===== config.mk =====
export PLATFORM = sky130hd
export DESIGN_NAME = pic_read_ctrl
export DESIGN_NICKNAME = d
export VERILOG_FILES = /design/src/rtl/pic_pkg.sv /design/src/rtl/pic_read_ctrl.sv
export SDC_FILE = /design/constraint.sdc
export NUM_CORES = 1
export LEC_CHECK = 0
export BUFFER_PORTS_ARGS = -buffer_cell sky130_fd_sc_hd__buf_2
export CELL_PAD_IN_SITES_DETAIL_PLACEMENT = 1
export CELL_PAD_IN_SITES_GLOBAL_PLACEMENT = 1
export CORE_UTILIZATION = 31
export DETAILED_ROUTE_END_ITERATION = 7
export PLACE_DENSITY = 0.79
export RECOVER_POWER = 25
export SLEW_MARGIN = 20
export SYNTH_ARGS = -nofsm -noshare
export SYNTH_HDL_FRONTEND = slang
export SYNTH_SLANG_ARGS = --single-unit

===== constraint.sdc =====
create_clock -name clk -period 2.7 [get_ports clk]
set_input_delay 0 -clock clk [delete_from_list [all_inputs] [get_ports clk]]
set_output_delay 0 -clock clk [all_outputs]
set_load 0.05 [all_outputs]

===== src/rtl/pic_pkg.sv =====
// Shared definitions for the 8259A PIC register interface: read-side FSM
// states, read-select encodings, OCW3 bit positions and the poll word layout.
package pic_pkg;

  typedef enum logic [1:0] {
    IDLE    = 2'd0,
    CAPTURE = 2'd1,
    DRIVE   = 2'd2
  } read_state_e;

  localparam logic SEL_IRR = 1'b0;
  localparam logic SEL_ISR = 1'b1;

  localparam int OCW3_P   = 2;
  localparam int OCW3_RR  = 1;
  localparam int OCW3_RIS = 0;

  // Poll word seen by the CPU: pending flag in bit 7, level in bits 2:0.
  function automatic logic [7:0] poll_word(input logic pending, input logic [2:0] level);
    return {pending, 4'b0000, level};
  endfunction

endpackage


===== src/rtl/pic_read_ctrl.sv =====
// CPU read-back controller: decodes OCW3 read commands and serves read cycles
// with IRR, ISR, IMR or the poll word, latched once per strobe.
module pic_read_ctrl
  import pic_pkg::*;
(
  input  logic       clk,
  input  logic       reset,
  input  logic       chip_select_n,
  input  logic       read_n,
  input  logic       A0,
  input  logic       write_OCW_3,
  input  logic [7:0] Internal_bus_data,
  input  logic [7:0] Interrupt_Mask,
  input  logic [7:0] Interrupt_Request_Reg,
  input  logic [7:0] In_Service_Reg,
  input  logic       interrupt_pending,
  input  logic [2:0] highest_level,
  output logic [7:0] Data_bus_out,
  output logic       Data_bus_oe,
  output logic       poll_ack
);

  read_state_e state_reg;
  logic        read_sel_reg;
  logic        poll_armed_reg;
  logic        active_prev_reg;
  logic [7:0]  data_reg;
  logic        oe_reg;
  logic        poll_ack_reg;

  logic        read_active;
  logic [7:0]  capture_word;
  logic        unused_bus_bits;

  assign read_active     = !chip_select_n && !read_n;
  assign unused_bus_bits = ^Internal_bus_data[7:3];

  always_comb begin
    capture_word = Interrupt_Request_Reg;
    if (poll_armed_reg) begin
      capture_word = poll_word(interrupt_pending, highest_level);
    end else if (A0) begin
      capture_word = Interrupt_Mask;
    end else if (read_sel_reg == SEL_ISR) begin
      capture_word = In_Service_Reg;
    end
  end

  // active_prev_reg resets high so a strobe still held across reset must be
  // released and reasserted before a new read starts.
  always_ff @(posedge clk) begin
    if (reset) begin
      state_reg       <= IDLE;
      read_sel_reg    <= SEL_IRR;
      poll_armed_reg  <= 1'b0;
      active_prev_reg <= 1'b1;
      data_reg        <= 8'h00;
      oe_reg          <= 1'b0;
      poll_ack_reg    <= 1'b0;
    end else begin
      active_prev_reg <= read_active;
      poll_ack_reg    <= 1'b0;

      case (state_reg)
        IDLE: begin
          if (read_active && !active_prev_reg) begin
            state_reg    <= CAPTURE;
            oe_reg       <= 1'b1;
            data_reg     <= capture_word;
            poll_ack_reg <= poll_armed_reg && interrupt_pending;
            if (poll_armed_reg) begin
              poll_armed_reg <= 1'b0;
            end
          end
        end
        CAPTURE: begin
          if (read_active) begin
            state_reg <= DRIVE;
          end else begin
            state_reg <= IDLE;
            oe_reg    <= 1'b0;
            data_reg  <= 8'h00;
          end
        end
        DRIVE: begin
          if (!read_active) begin
            state_reg <= IDLE;
            oe_reg    <= 1'b0;
            data_reg  <= 8'h00;
          end
        end
        default: begin
          state_reg <= IDLE;
          oe_reg    <= 1'b0;
          data_reg  <= 8'h00;
        end
      endcase

      // Placed after the capture so a P=1 write on the capture edge re-arms poll.
      if (write_OCW_3) begin
        if (Internal_bus_data[OCW3_P]) begin
          poll_armed_reg <= 1'b1;
        end else if (Internal_bus_data[OCW3_RR]) begin
          read_sel_reg <= Internal_bus_data[OCW3_RIS];
        end
      end
    end
  end

  assign Data_bus_out = data_reg;
  assign Data_bus_oe  = oe_reg;
  assign poll_ack     = poll_ack_reg;

endmodule


==> reports/results.md, run 1 <==
| Result | Reported |
| --- | --- |
| Area of the core | 0.00250 sq mm |
| TritonCTS sink count | 15 |
| Synth Net Count | 136 |
| Most Frequent Cell on Critical Path | sky130_fd_sc_hd__dlygate4sd3_1 |
| Min-delay worst type | input pin to register |
| Number of distinct library cells after synthesis | 28 |
| Number of levels the H-tree was split into | 1 |
| Ys Warns | 0 |
| Worst voltage drop across the vdd grid | 0.244 mV |
| Post-layout utilization of the core | 0.468 |
| Detailed-routing iteration count for the pre-antenna-repair pass | 4 |
| Routed vias/inst | 5.15 |
| CTS buffer count | 3 |
| Synthesized cell area | 832 sq um |
| Starting DRC count in detailed routing | 5 |
| Hold Path Cell Cnt | 4 |
| CP max-delay cell | sky130_fd_sc_hd__dlygate4sd3_1 |
| Site Rows | 18 |
| Slew at the pin closest to its max-slew limit | 0.611 ns |
| Clock latency reported for the late side of the worst-skew pair | 0.28 ns |
| Xor-xnor portion of the synthesized cell area | 0 |
| Worst reg2reg path startpoint | state_reg[1]$_SDFFE_PP0P_ |
| Gate family responsible for the most delay along the worst path | buffers and inverters |
| Global-route wire length before repair | 3820 um |
| Endpoint of the most critical register-to-register path | poll_armed_reg$_SDFF_PP0_ |
| Path depth of the worst reg2reg path | 7 |
| Total global-route track usage | 0.189 |
| Largest stage delay on the critical path | 0.59 ns |
| Leakage | 0.504 nW |
| Largest net degree at the start of global routing | 15 |
| Fraction of final layout cells sized beyond drive strength 1 | 0.345 |
| Nature of the critical path endpoint | register |
| Routing layer with the top usage in global route | met2 |
| Result of the run | complete, no violations |
| Mean instance size in the synthesized netlist | 9.14 sq um |
| Worst-case hold path end point | Data_bus_out[6]$_SDFFE_PP0P_ |
| Routed length per placed instance | 14.1 um |
| Crit path required time | 2.87 ns |
| Fin crit share | 0.957 |
| Final Net Count | 188 |
| Maximum fanout along the worst path | 8 |
| Global-route met1 utilization | 0.206 |
| Minimum hold slack | 0.0265 ns |
| Flip-flop count of the largest register, all copies and words added | 8 |
| Horizontal extent of the die | 53.8 um |
| Setup skew after layout | 0.000526 ns |
| Post-Route WL | 2420 um |
| Diode count | 0 |
| RSZ-0062 raised after global routing | no |
| IO Pins | 52 |
| Number of filler cells placed in the layout | 306 |
| Global routing met3 resource utilization | 0.0678 |
| Count of endpoints failing hold in the final timing report | 0 |
| Post-CTS Setup Bufs | 0 |
| Adder and majority cell fraction of the synthesized area | 0.0451 |
| CTS tree | yes |
| Sequential area share after synthesis | 0.361 |
| Residual DRC | 0 |
| IO Port Bufs | 46 |
| Most frequent standard cell in the layout excluding fill and tap cells | sky130_fd_sc_hd__buf_2 |
| Global-route met2 utilization | 0.333 |
| Root buffer cell | sky130_fd_sc_hd__clkbuf_4 |
| Syn Inst Count | 91 |
| Weighted congestion reported at the end of routability-driven placement | 0.744 |
| Maximum buffer depth of the clock tree | 2 |
| Reg-to-reg setup timing slack | 0.12 ns |
| Tightest slew margin relative to the limit | 0.595 |
| Synth-to-Final Area Change | 40.8% |
| Post-layout power | 474 uW |
| Combinational family with the most area after synthesis | compound AO/OA/AOI/OAI gates |
| Via count of the first global-routing pass | 868 |
| Max-capacitance violation count | 0 |
| Synth Area in Simple Gates | 0.211 |
| CTS clock-pin slew for the worst setup and hold paths | 0.08 ns |
| Max-slew violation total from the final report | 0 |
| Data arrival, critical path | 2.76 ns |
| Most used cells in the layout excluding fill and tap cells | sky130_fd_sc_hd__buf_2 (40), sky130_fd_sc_hd__dfxtp_1 (15), sky130_fd_sc_hd__mux2i_1 (9), sky130_fd_sc_hd__a22o_1 (8) |
| Crit-path cells | inv_1 > ha_4 > or4b_1 > a22oi_1 > dlygate4sd3_1 > nor2_1 > dlygate4sd3_1 |
| Total overflow reported by the global router | 0 |
| Power per unit of standard cell area | 404 mW/mm^2 |
| Number of antenna violations at the first check in global routing | 0 |
| Setup Crit Path Kind | register to register |
| Compound-gate portion of the synthesized area | 0.229 |
| Startpoint of the tightest hold check path | Interrupt_Mask[6] |
| Die ar. | 0.00289 sq mm |
| FMAX | 0.387 GHz |
| TNS Setup | 0 ns |
| Initial standard-cell utilization of the core | 0.333 |
| Setup violators final | 0 |
| Detailed-route via count | 885 |
| Die Y | 53.8 um |
| DRT antenna net count | 0 |
| Post-synthesis mux area share | 0.108 |
| Clock period minus worst slack | 2.58 ns |
| Type of element launching the critical path | register |
| Synth Register Bits | 15 |
| DPL Wire Length | 1880 um |
| Buf/Inv on CP | 3 |
==> Yosys cell counts <==
cell                       number  area (sq um)
sky130_fd_sc_hd__a21oi_1        3          15.0
sky130_fd_sc_hd__a221oi_1       3          26.3
sky130_fd_sc_hd__a22o_1         8          70.1
sky130_fd_sc_hd__a22oi_1        1          7.51
sky130_fd_sc_hd__a32oi_1        1          8.76
sky130_fd_sc_hd__and2_1         1          6.26
sky130_fd_sc_hd__buf_2          1          5.00
sky130_fd_sc_hd__clkbuf_1       4          15.0
sky130_fd_sc_hd__dfxtp_1       15           300
sky130_fd_sc_hd__ha_1           3          37.5
sky130_fd_sc_hd__inv_1          5          18.8
sky130_fd_sc_hd__mux2i_1        9          90.1
sky130_fd_sc_hd__nand2_1        5          18.8
sky130_fd_sc_hd__nand3_1        1          5.00
sky130_fd_sc_hd__nand3b_1       2          15.0
sky130_fd_sc_hd__nor2_1         5          18.8
sky130_fd_sc_hd__nor3_1         1          5.00
sky130_fd_sc_hd__nor3_2         1          10.0
sky130_fd_sc_hd__nor3b_1        6          45.0
sky130_fd_sc_hd__nor4_1         1          6.26
sky130_fd_sc_hd__o21ai_0        7          35.0
sky130_fd_sc_hd__o21ba_2        1          10.0
sky130_fd_sc_hd__o311ai_0       1          8.76
sky130_fd_sc_hd__o31a_1         1          8.76
sky130_fd_sc_hd__or2_2          1          6.26
sky130_fd_sc_hd__or3_4          1          11.3
sky130_fd_sc_hd__or3b_1         2          17.5
sky130_fd_sc_hd__or4b_1         1          10.0
==> power breakdown <==
group,total (mW),internal [mW],leakage (nW),switching (mW)
logic,0.108,0.0534,0.367,0.0549
registers,0.239,0.229,0.122,0.0101
clock network,0.126,0.0574,0.0150,0.0690
total,0.474,0.340,0.504,0.134
==> worst register-to-register path, delay by kind of cell, from the launching register on <==
family                     cells  cell delay [ns]
adders and majority gates      1             0.18
DFF                            1             0.35
and+or+nand+nor                2             0.51
buffers and inverters          3             1.28
AOI/OAI and AO/OA              1             0.17
==> per-layer routing <==
metal	vias to the layer above	part of all wire
met1	401	0.39
met5	-	0
met4	0	0.013
met3	7	0.066
li1	443	-
met2	34	0.53
==> stage by stage <==
stage | area (sq um) | instances | setup WS, ns
finish | 1170 | 172 | 0.116
floorplan | 832 | 91 | 1.17
detailed placement | 1080 | 162 | 0.988
global route | 1170 | 172 | 0.0198
global placement | 1080 | 162 | 1.05
CTS | 1170 | 172 | 0.0892
==> worst max-delay path by stage <==
stage                         startpoint                            to  cells past startpoint  slack, ns
5_1_grt        state_reg[1]$_SDFFE_PP0P_     poll_armed_reg$_SDFF_PP0_                      7       0.02
6_report       state_reg[1]$_SDFFE_PP0P_     poll_armed_reg$_SDFF_PP0_                      7       0.12
3_5_place_dp   state_reg[0]$_SDFFE_PP0P_  Data_bus_out[5]$_SDFFE_PP0P_                      5       0.99
2_1_floorplan  state_reg[0]$_SDFFE_PP0P_  Data_bus_out[0]$_SDFFE_PP0P_                      6       1.17
3_3_place_gp   state_reg[0]$_SDFFE_PP0P_  Data_bus_out[3]$_SDFFE_PP0P_                      5       1.05
4_1_cts        state_reg[0]$_SDFFE_PP0P_     poll_armed_reg$_SDFF_PP0_                      7       0.09
==> cell type report <==
cell class,instances,area (sq um),share of cell area
inverters,5,18.8,0.0160
well taps,30,37.5,0.0321
flip-flops and latches,15,300,0.256
repair buffers,52,283,0.241
clock buffers,4,26.3,0.0224
multi-input cells,66,505,0.432
==> kinds of logic after synthesis <==
| group | after synthesis |
|---|---|
| AO/OA/AOI/OAI | 26 |
| buffers and inverters | 10 |
| AND/OR/NAND/NOR | 28 |
| multiplexers | 9 |
| flip-flops | 15 |
| adder cells (fa/ha/maj) | 3 |
==> timing repair <==
item                       in CTS  in global routing
gates resized for setup         0                  3
hold endpoints to repair        5                  0
setup endpoints to repair       0                  1
hold buffers                    6                  0
(Power assumes the default switching activity.)
==> run 2: changes to the inputs <==
--- a/config.mk
+++ b/config.mk
@@ -8,9 +8,9 @@
 export BUFFER_PORTS_ARGS = -buffer_cell sky130_fd_sc_hd__buf_2
 export CELL_PAD_IN_SITES_DETAIL_PLACEMENT = 1
 export CELL_PAD_IN_SITES_GLOBAL_PLACEMENT = 1
-export CORE_UTILIZATION = 31
+export CORE_UTILIZATION = 25
 export DETAILED_ROUTE_END_ITERATION = 7
-export PLACE_DENSITY = 0.79
+export PLACE_DENSITY = 0.65
 export RECOVER_POWER = 25
 export SLEW_MARGIN = 20
 export SYNTH_ARGS = -nofsm -noshare
==> run 2 against run 1 <==
Maximum frequency up 0.33%. Worst setup slack better by 0.0084 ns. Critical path type unchanged. Largest cell class unchanged. Clock skew up 0.0018 ns. Critical path depth unchanged. Non-clock buffer count up 1. Sequential power about the same. Via count down 2.3%. Register-to-register slack about the same. Clock-buffer cell count down 1. Core utilization down 8.1 points. Sequential cell count unchanged. Global-route usage down 5.4 points.
==> reports/results.md, run 2 (synthesis gave the netlist of run 1 again) <==
| Result | Reported | vs previous |
| --- | --- | --- |
| Flip-flop count of the largest register, all copies and words added | 8 | unchanged |
| CTS tree | yes |  |
| Horizontal extent of the die | 59.7 um | +11% |
| Result of the run | complete, no violations |  |
| DPL Wire Length | 1720 um | -8.6% |
| Number of antenna violations at the first check in global routing | 0 | unchanged |
| Worst reg2reg path startpoint | state_reg[0]$_SDFFE_PP0P_ |  |
| Die Y | 59.7 um | +11% |
| FMAX | 0.388 GHz | +0.33% |
| Fraction of final layout cells sized beyond drive strength 1 | 0.350 | +0.00458 |
| Total overflow reported by the global router | 0 | unchanged |
| Clock latency reported for the late side of the worst-skew pair | 0.27 ns | about the same |
| Cell Area, Placed | 0.00110 sq mm | +1.6% |
| Endpoint of the most critical register-to-register path | poll_armed_reg$_SDFF_PP0_ |  |
| Setup Crit Path Kind | register to register |  |
| Post-CTS Setup Bufs | 0 | unchanged |
| Combinational fraction of design power | 0.228 | about the same |
| Slew at the pin closest to its max-slew limit | 0.607 ns | -0.00326 ns |
| CP startpoint | state_reg[0]$_SDFFE_PP0P_ |  |
| Die ar. | 0.00356 sq mm | +23% |
| Power per unit of standard cell area | 395 mW/mm^2 | -2.4% |
| Initial standard-cell utilization of the core | 0.268 | -0.0647 |
| Internal power | 338 uW | -0.52% |
| DRT antenna net count | 0 | unchanged |
| Data arrival, critical path | 2.75 ns | about the same |
| Setup violators final | 0 | unchanged |
| Root buffer cell | sky130_fd_sc_hd__clkbuf_4 |  |
| Clock period minus worst slack | 2.58 ns | -0.00837 ns |
| Switching Fraction | 0.288 | +0.00480 |
| Number of placed instances, taps included | 176 | +8.6% |
| Detailed-routing iteration count for the pre-antenna-repair pass | 4 | unchanged |
| Detailed-route via count | 865 | -2.3% |
| Maximum buffer depth of the clock tree | 2 | unchanged |
| Share of power burned in registers | 0.503 | about the same |
| Min-delay worst type | input pin to register |  |
| Most frequent standard cell in the layout excluding fill and tap cells | sky130_fd_sc_hd__buf_2 |  |
| Max-slew violation total from the final report | 0 | unchanged |
| IO Port Bufs | 46 | unchanged |
| Number of levels the H-tree was split into | 1 | unchanged |
| Reg-to-reg setup timing slack | 0.12 ns | about the same |
| Maximum fanout along the worst path | 8 | unchanged |
| Final Net Count | 189 | +0.53% |
| Most used cells in the layout excluding fill and tap cells | sky130_fd_sc_hd__buf_2 (41), sky130_fd_sc_hd__dfxtp_1 (15), sky130_fd_sc_hd__mux2i_1 (9), sky130_fd_sc_hd__a22o_1 (8) |  |
| Number of filler cells placed in the layout | 399 | +30% |
| Starting DRC count in detailed routing | 22 | +17 |
| Via count of the first global-routing pass | 825 | -5.0% |
| RSZ-0062 raised after global routing | no |  |
| Global-route wire length before repair | 3590 um | -5.8% |
| CTS buffer count | 3 | unchanged |
| Switching power | 137 uW | +1.8% |
| IO Pins | 52 | unchanged |
| Crit path required time | 2.87 ns | about the same |
| Synth-to-Final Area Change | 44.4% |  |
| Worst voltage drop across the vdd grid | 0.140 mV | -43% |
| TritonCTS sink count | 15 | unchanged |
| Share of total power in the clock network | 0.269 | +0.002 |
| End point of the critical path | poll_armed_reg$_SDFF_PP0_ |  |
| Tightest slew margin relative to the limit | 0.597 | +0.00216 |
| Fin crit share | 0.954 | -0.00310 |
| CTS clock-pin slew for the worst setup and hold paths | 0.09 ns | about the same |
| Site Rows | 20 | +2 |
| TNS Setup | 0 ns | unchanged |
| Post-layout power | 474 uW | +0.15% |
| Routed length per placed instance | 12.3 um | -13% |
| Diode count | 0 | unchanged |
| Leakage | 0.516 nW | +2.4% |
| Minimum hold slack | 0.0464 ns | +0.0199 ns |
| Path depth of the worst reg2reg path | 7 | unchanged |
| Total global-route track usage | 0.135 | -0.0537 |
| Routed vias/inst | 4.63 | -10% |
| Max-capacitance violation count | 0 | unchanged |
| Type of element launching the critical path | register |  |
| Count of endpoints failing hold in the final timing report | 0 | unchanged |
| Nature of the critical path endpoint | register |  |
| Post-Route WL | 2300 um | -5.2% |
| Residual DRC | 0 | unchanged |
| Weighted congestion reported at the end of routability-driven placement | 0.778 | +4.5% |
| Area of the core | 0.00310 sq mm | +24% |
| Setup skew after layout | 0.00235 ns | +0.00183 ns |
| Non-Filler Cell Area, Final | 0.00120 sq mm | +2.6% |
| Final Non-Filler Cells | 187 | +8.7% |
| Largest net degree at the start of global routing | 15 | unchanged |
## run 2: changes by cell type in the layout (fill, tap and decap cells not counted), sizes merged
cell	previous run	this run
clkbuf	10	8
buf	40	41
clkinv	0	1
dlygate4sd3	6	7
## run 2: metrics by stage
stage / setup slack [ns] / utilization
2_1_floorplan: 1.17 / -
3_3_place_gp: 1.04 / 0.354
3_5_place_dp: 1.01 / 0.354
4_1_cts: 0.0692 / 0.385
5_1_grt: 0.0000921 / 0.387
6_report: 0.124 / 0.387
## run 2: metal layers
layer,wire [um],vias up,track usage
met3,148,2,0.0260
met2,1070,35,0.232
met5,0,-,0
li1,-,443,-
met4,27,0,0.0498
met1,1050,385,0.166
## run 2: timing repair
action / 4_1_cts / 5_1_grt
endpoints found under the setup margin: 0 / 1
hold endpoints to repair: 6 / 0
resized for setup: 0 / 2
hold buffers: 7 / 0
## run 2: worst min-delay path by stage
stage / slack [ns] / startpoint / depth (start not counted) / endpoint
floorplan: 0.14 / Internal_bus_data[0] / 2 / read_sel_reg$_SDFFE_PP0P_
global placement: 0.25 / Internal_bus_data[0] / 3 / read_sel_reg$_SDFFE_PP0P_
detailed placement: 0.24 / Internal_bus_data[0] / 3 / read_sel_reg$_SDFFE_PP0P_
CTS: 0.04 / Interrupt_Mask[4] / 4 / Data_bus_out[4]$_SDFFE_PP0P_
global route: 0.04 / Interrupt_Mask[6] / 4 / Data_bus_out[6]$_SDFFE_PP0P_
finish: 0.05 / Interrupt_Mask[4] / 4 / Data_bus_out[4]$_SDFFE_PP0P_
## run 2: area by class of cell
class	count	area [sq um]	share of cell area
multi-input combinational	66	505	0.421
sequential	15	300	0.250
timing repair buffer	53	294	0.245
tap	44	55.1	0.0458
clock buffer	3	22.5	0.0188
inverter	5	18.8	0.0156
clock inverter	1	5.00	0.00417
## run 2: power by group through the flow
stage | Sequential [mW] | Combinational [mW] | Clock (mW)
2_1_floorplan | 0.253 | 0.0479 | 0
3_3_place_gp | 0.243 | 0.0968 | 0
3_5_place_dp | 0.244 | 0.0991 | 0
4_1_cts | 0.239 | 0.108 | 0.135
5_1_grt | 0.240 | 0.120 | 0.148
6_report | 0.238 | 0.108 | 0.128
## run 2: worst max-delay path: stages (launching register included)
cell	delay, ns
sky130_fd_sc_hd__dfxtp_1	0.34
sky130_fd_sc_hd__inv_1	0.13
sky130_fd_sc_hd__ha_4	0.19
sky130_fd_sc_hd__or4b_1	0.48
sky130_fd_sc_hd__a22oi_1	0.15
sky130_fd_sc_hd__dlygate4sd3_1	0.58
sky130_fd_sc_hd__nor2_1	0.04
sky130_fd_sc_hd__dlygate4sd3_1	0.55
==> run 3: changes to the inputs <==
--- a/config.mk
+++ b/config.mk
@@ -5,12 +5,13 @@
 export SDC_FILE = /design/constraint.sdc
 export NUM_CORES = 1
 export LEC_CHECK = 0
+export ABC_AREA = 1
 export BUFFER_PORTS_ARGS = -buffer_cell sky130_fd_sc_hd__buf_2
 export CELL_PAD_IN_SITES_DETAIL_PLACEMENT = 1
 export CELL_PAD_IN_SITES_GLOBAL_PLACEMENT = 1
 export CORE_UTILIZATION = 25
 export DETAILED_ROUTE_END_ITERATION = 7
-export PLACE_DENSITY = 0.65
+export PLACE_DENSITY = 0.69
 export RECOVER_POWER = 25
 export SLEW_MARGIN = 20
 export SYNTH_ARGS = -nofsm -noshare
==> run 3 against run 2 <==
Final cell count rose by 24%. Clock power barely moved. Register-to-register slack improved by 1.0 ns. Critical path depth fell by 3. Wire length rose by 14%. Clock skew fell by 0.0014 ns. Combinational power rose by 55%. Sequential share of layout area fell by 0.18 points. Sequential power rose by 3%. Largest cell class unchanged.
==> reports/results.md, run 3 <==
| Result | Reported | vs previous |
| --- | --- | --- |
| Result of the run | complete, no violations |  |
| Worst voltage drop across the vdd grid | 0.216 mV | +55% |
| Leakage | 0.579 nW | +12% |
| Dominant register cell in the synthesized netlist | sky130_fd_sc_hd__dfxtp_1 |  |
| Count of instances resized after the clock tree is built | 0 | unchanged |
| Synth Net Count | 179 | +32% |
| Site Rows | 20 | unchanged |
| DRT antenna net count | 0 | unchanged |
| Weighted congestion reported at the end of routability-driven placement | 0.772 | -0.81% |
| Global-route wire length before repair | 4570 um | +27% |
| Total global-route track usage | 0.167 | +0.0322 |
| Maximum buffer depth of the clock tree | 2 | unchanged |
| Tightest slew margin relative to the limit | 0.602 | +0.00529 |
| Post-Route WL | 2620 um | +14% |
| Cts-stage hold buffer count | 7 | unchanged |
| Ys Warns | 0 | unchanged |
| FMAX | 0.652 GHz | +68% |
| RSZ-0062 raised after global routing | no |  |
| Horizontal extent of the die | 60.5 um | +1.4% |
| Slew at the pin closest to its max-slew limit | 0.599 ns | -0.00797 ns |
| Diode count | 0 | unchanged |
| Non-Filler Cell Area, Final | 0.00121 sq mm | +0.73% |
| Die ar. | 0.00366 sq mm | +2.8% |
| Worst reg2reg path startpoint | read_sel_reg$_SDFFE_PP0P_ |  |
| Mean instance size in the synthesized netlist | 6.39 sq um | -30% |
| Count leader, synth | sky130_fd_sc_hd__nand2_1 |  |
| Multi-input combinational cell area | 497 sq um | -1.7% |
| Minimum hold slack | 0.0338 ns | -0.0126 ns |
| Sequential area share after synthesis | 0.351 | -0.0100 |
| Routed vias/inst | 4.52 | -2.2% |
| Routed length per placed instance | 11.4 um | -7.5% |
| Min-delay worst type | input pin to register |  |
| Fraction of final layout cells sized beyond drive strength 1 | 0.262 | -0.0876 |
| Residual DRC | 0 | unchanged |
| TritonCTS sink count | 15 | unchanged |
| Pre-CTS worst setup slack | 1.32 ns | +0.308 ns |
| DPL Wire Length | 2180 um | +27% |
| Cell Area, Placed | 0.00112 sq mm | +2.1% |
| Syn Inst Count | 134 | +47% |
| Flip-flop count of the largest register, all copies and words added | 8 | unchanged |
| Die Y | 60.5 um | +1.4% |
| Number of filler cells placed in the layout | 447 | +12% |
| Setup violators final | 0 | unchanged |
| Initial standard-cell utilization of the core | 0.271 | +0.00328 |
| CTS clock-pin slew for the worst setup and hold paths | 0.10 ns | about the same |
| Detailed-routing iteration count for the pre-antenna-repair pass | 4 | unchanged |
| Final Net Count | 233 | +23% |
| Top cells by count, synth | sky130_fd_sc_hd__nand2_1 (52), sky130_fd_sc_hd__nor2_1 (17), sky130_fd_sc_hd__dfxtp_1 (15) |  |
| Smallest setup slack after layout | 1.17 ns | +1.04 ns |
| Setup skew after layout | 0.000940 ns | -0.00141 ns |
| Maximum fanout along the worst path | 9 | +1 |
| Detailed-route via count | 1045 | +21% |
| Post-layout utilization of the core | 0.384 | -0.00337 |
| Crit path required time | 2.93 ns | +0.06 ns |
| Post-CTS Setup Bufs | 0 | unchanged |
| Final Non-Filler Cells | 231 | +24% |
| Number of distinct library cells after synthesis | 20 | -29% |
| IO Port Bufs | 46 | unchanged |
| Fin crit share | 0.568 | -0.386 |
| TNS Setup | 0 ns | unchanged |
| Synth-to-Final Area Change | 41.4% |  |
| Root buffer cell | sky130_fd_sc_hd__clkbuf_4 |  |
| Count of endpoints failing hold in the final timing report | 0 | unchanged |
| Share of flip-flops with an asynchronous set or reset after synthesis | 0 | unchanged |
| Number of placed instances, taps included | 220 | +25% |
| Data arrival, critical path | 1.76 ns | -0.99 ns |
| CTS buffer count | 3 | unchanged |
| Path depth of the worst reg2reg path | 4 | -3 |
| Power per unit of standard cell area | 449 mW/mm^2 | +14% |
| Type of element launching the critical path | register |  |
| CTS tree | yes |  |
| Largest net degree at the start of global routing | 13 | -2 |
| Total area of sequential cells | 300 sq um | unchanged |
| Setup Crit Path Kind | register to register |  |
| Synth Register Bits | 15 | unchanged |
| Area share of the largest cell type after synthesis | 0.351 | -0.0100 |
| Post-layout power | 543 uW | +14% |
| IO Pins | 52 | unchanged |
| Via count of the first global-routing pass | 1076 | +30% |
| Startpoint of the tightest hold check path | reset |  |
| Number of levels the H-tree was split into | 1 | unchanged |
| Largest area contributor in the netlist | sky130_fd_sc_hd__dfxtp_1 |  |
| Synthesized cell area | 856 sq um | +2.9% |
| EDFF count, synth | 0 | unchanged |
| Clock period minus worst slack | 1.53 ns | -1.04 ns |
| Largest cells by area after synthesis | sky130_fd_sc_hd__dfxtp_1 (35%), sky130_fd_sc_hd__nand2_1 (23%), sky130_fd_sc_hd__a21oi_1 (8.2%) |  |
| Most used cells in the layout excluding fill and tap cells | sky130_fd_sc_hd__nand2_1 (52), sky130_fd_sc_hd__buf_2 (40), sky130_fd_sc_hd__nor2_1 (17), sky130_fd_sc_hd__dfxtp_1 (15), sky130_fd_sc_hd__a21oi_1 (14) |  |
| Area of the core | 0.00315 sq mm | +1.6% |
| Max-slew violation total from the final report | 0 | unchanged |
| Starting DRC count in detailed routing | 36 | +64% |
| Hold Path Cell Cnt | 2 | -2 |
| Clock latency reported for the late side of the worst-skew pair | 0.28 ns | about the same |
| CP startpoint | read_sel_reg$_SDFFE_PP0P_ |  |
| Total overflow reported by the global router | 0 | unchanged |
| Most frequent standard cell in the layout excluding fill and tap cells | sky130_fd_sc_hd__nand2_1 |  |
| Number of antenna violations at the first check in global routing | 0 | unchanged |
| Max-capacitance violation count | 0 | unchanged |
| Nature of the critical path endpoint | register |  |
-- run 3: cell types whose count changed in the layout (fill, tap and decap cells not counted), sizes merged, moves of 3 or more --
cell / delta
nor2: +13
nand3: +9
inv: +4
nand2: +48
nor3b: -6
o21ai: -5
mux2i: -9
a22o: -8
a221oi: -3
a21oi: +11
-- run 3: metal layers --
layer	GRT usage	vias to the layer above	routed length (um)
li1	-	534	-
met1	0.183	490	1080
met2	0.333	19	1450
met3	0.0256	2	89
met4	0.0390	0	13
met5	0	-	0
-- run 3: final timing paths --
kind / endpoint / slack (ns)
min: Data_bus_out[4]$_SDFFE_PP0P_ / 0.03
max: read_sel_reg$_SDFFE_PP0P_ / 1.17
min reg2reg: Data_bus_oe$_SDFFE_PP0P_ / 0.47
max reg2reg: read_sel_reg$_SDFFE_PP0P_ / 1.17
-- run 3: cells by family (layout without fill, tap and decap cells) --
kind of cell,Yosys count,in the layout,share of synthesized area
and+or+nand+nor,84,84,0.424
AOI/OAI and AO/OA,18,18,0.113
DFF,15,15,0.351
buffers and inverters,14,67,0.0687
adders and majority gates,3,3,0.0439
-- run 3: where the power goes --
| part | switching [mW] | internal, mW |
|---|---|---|
| logic | 0.101 | 0.0655 |
| registers | 0.0114 | 0.233 |
| clock network | 0.0765 | 0.0549 |
-- run 3: cell type report --
type,count,area share
sequential,15,0.248
clock inverter,1,0.00414
clock buffer,3,0.0186
tap,44,0.0455
inverter,10,0.0310
multi-input combinational,105,0.411
timing repair buffer,53,0.242
-- run 3: critical path: stages (launching register included) --
cell,delay (ns)
sky130_fd_sc_hd__dfxtp_1,0.52
sky130_fd_sc_hd__inv_2,0.15
sky130_fd_sc_hd__o21ai_0,0.11
sky130_fd_sc_hd__o311a_1,0.17
sky130_fd_sc_hd__dlygate4sd3_1,0.53
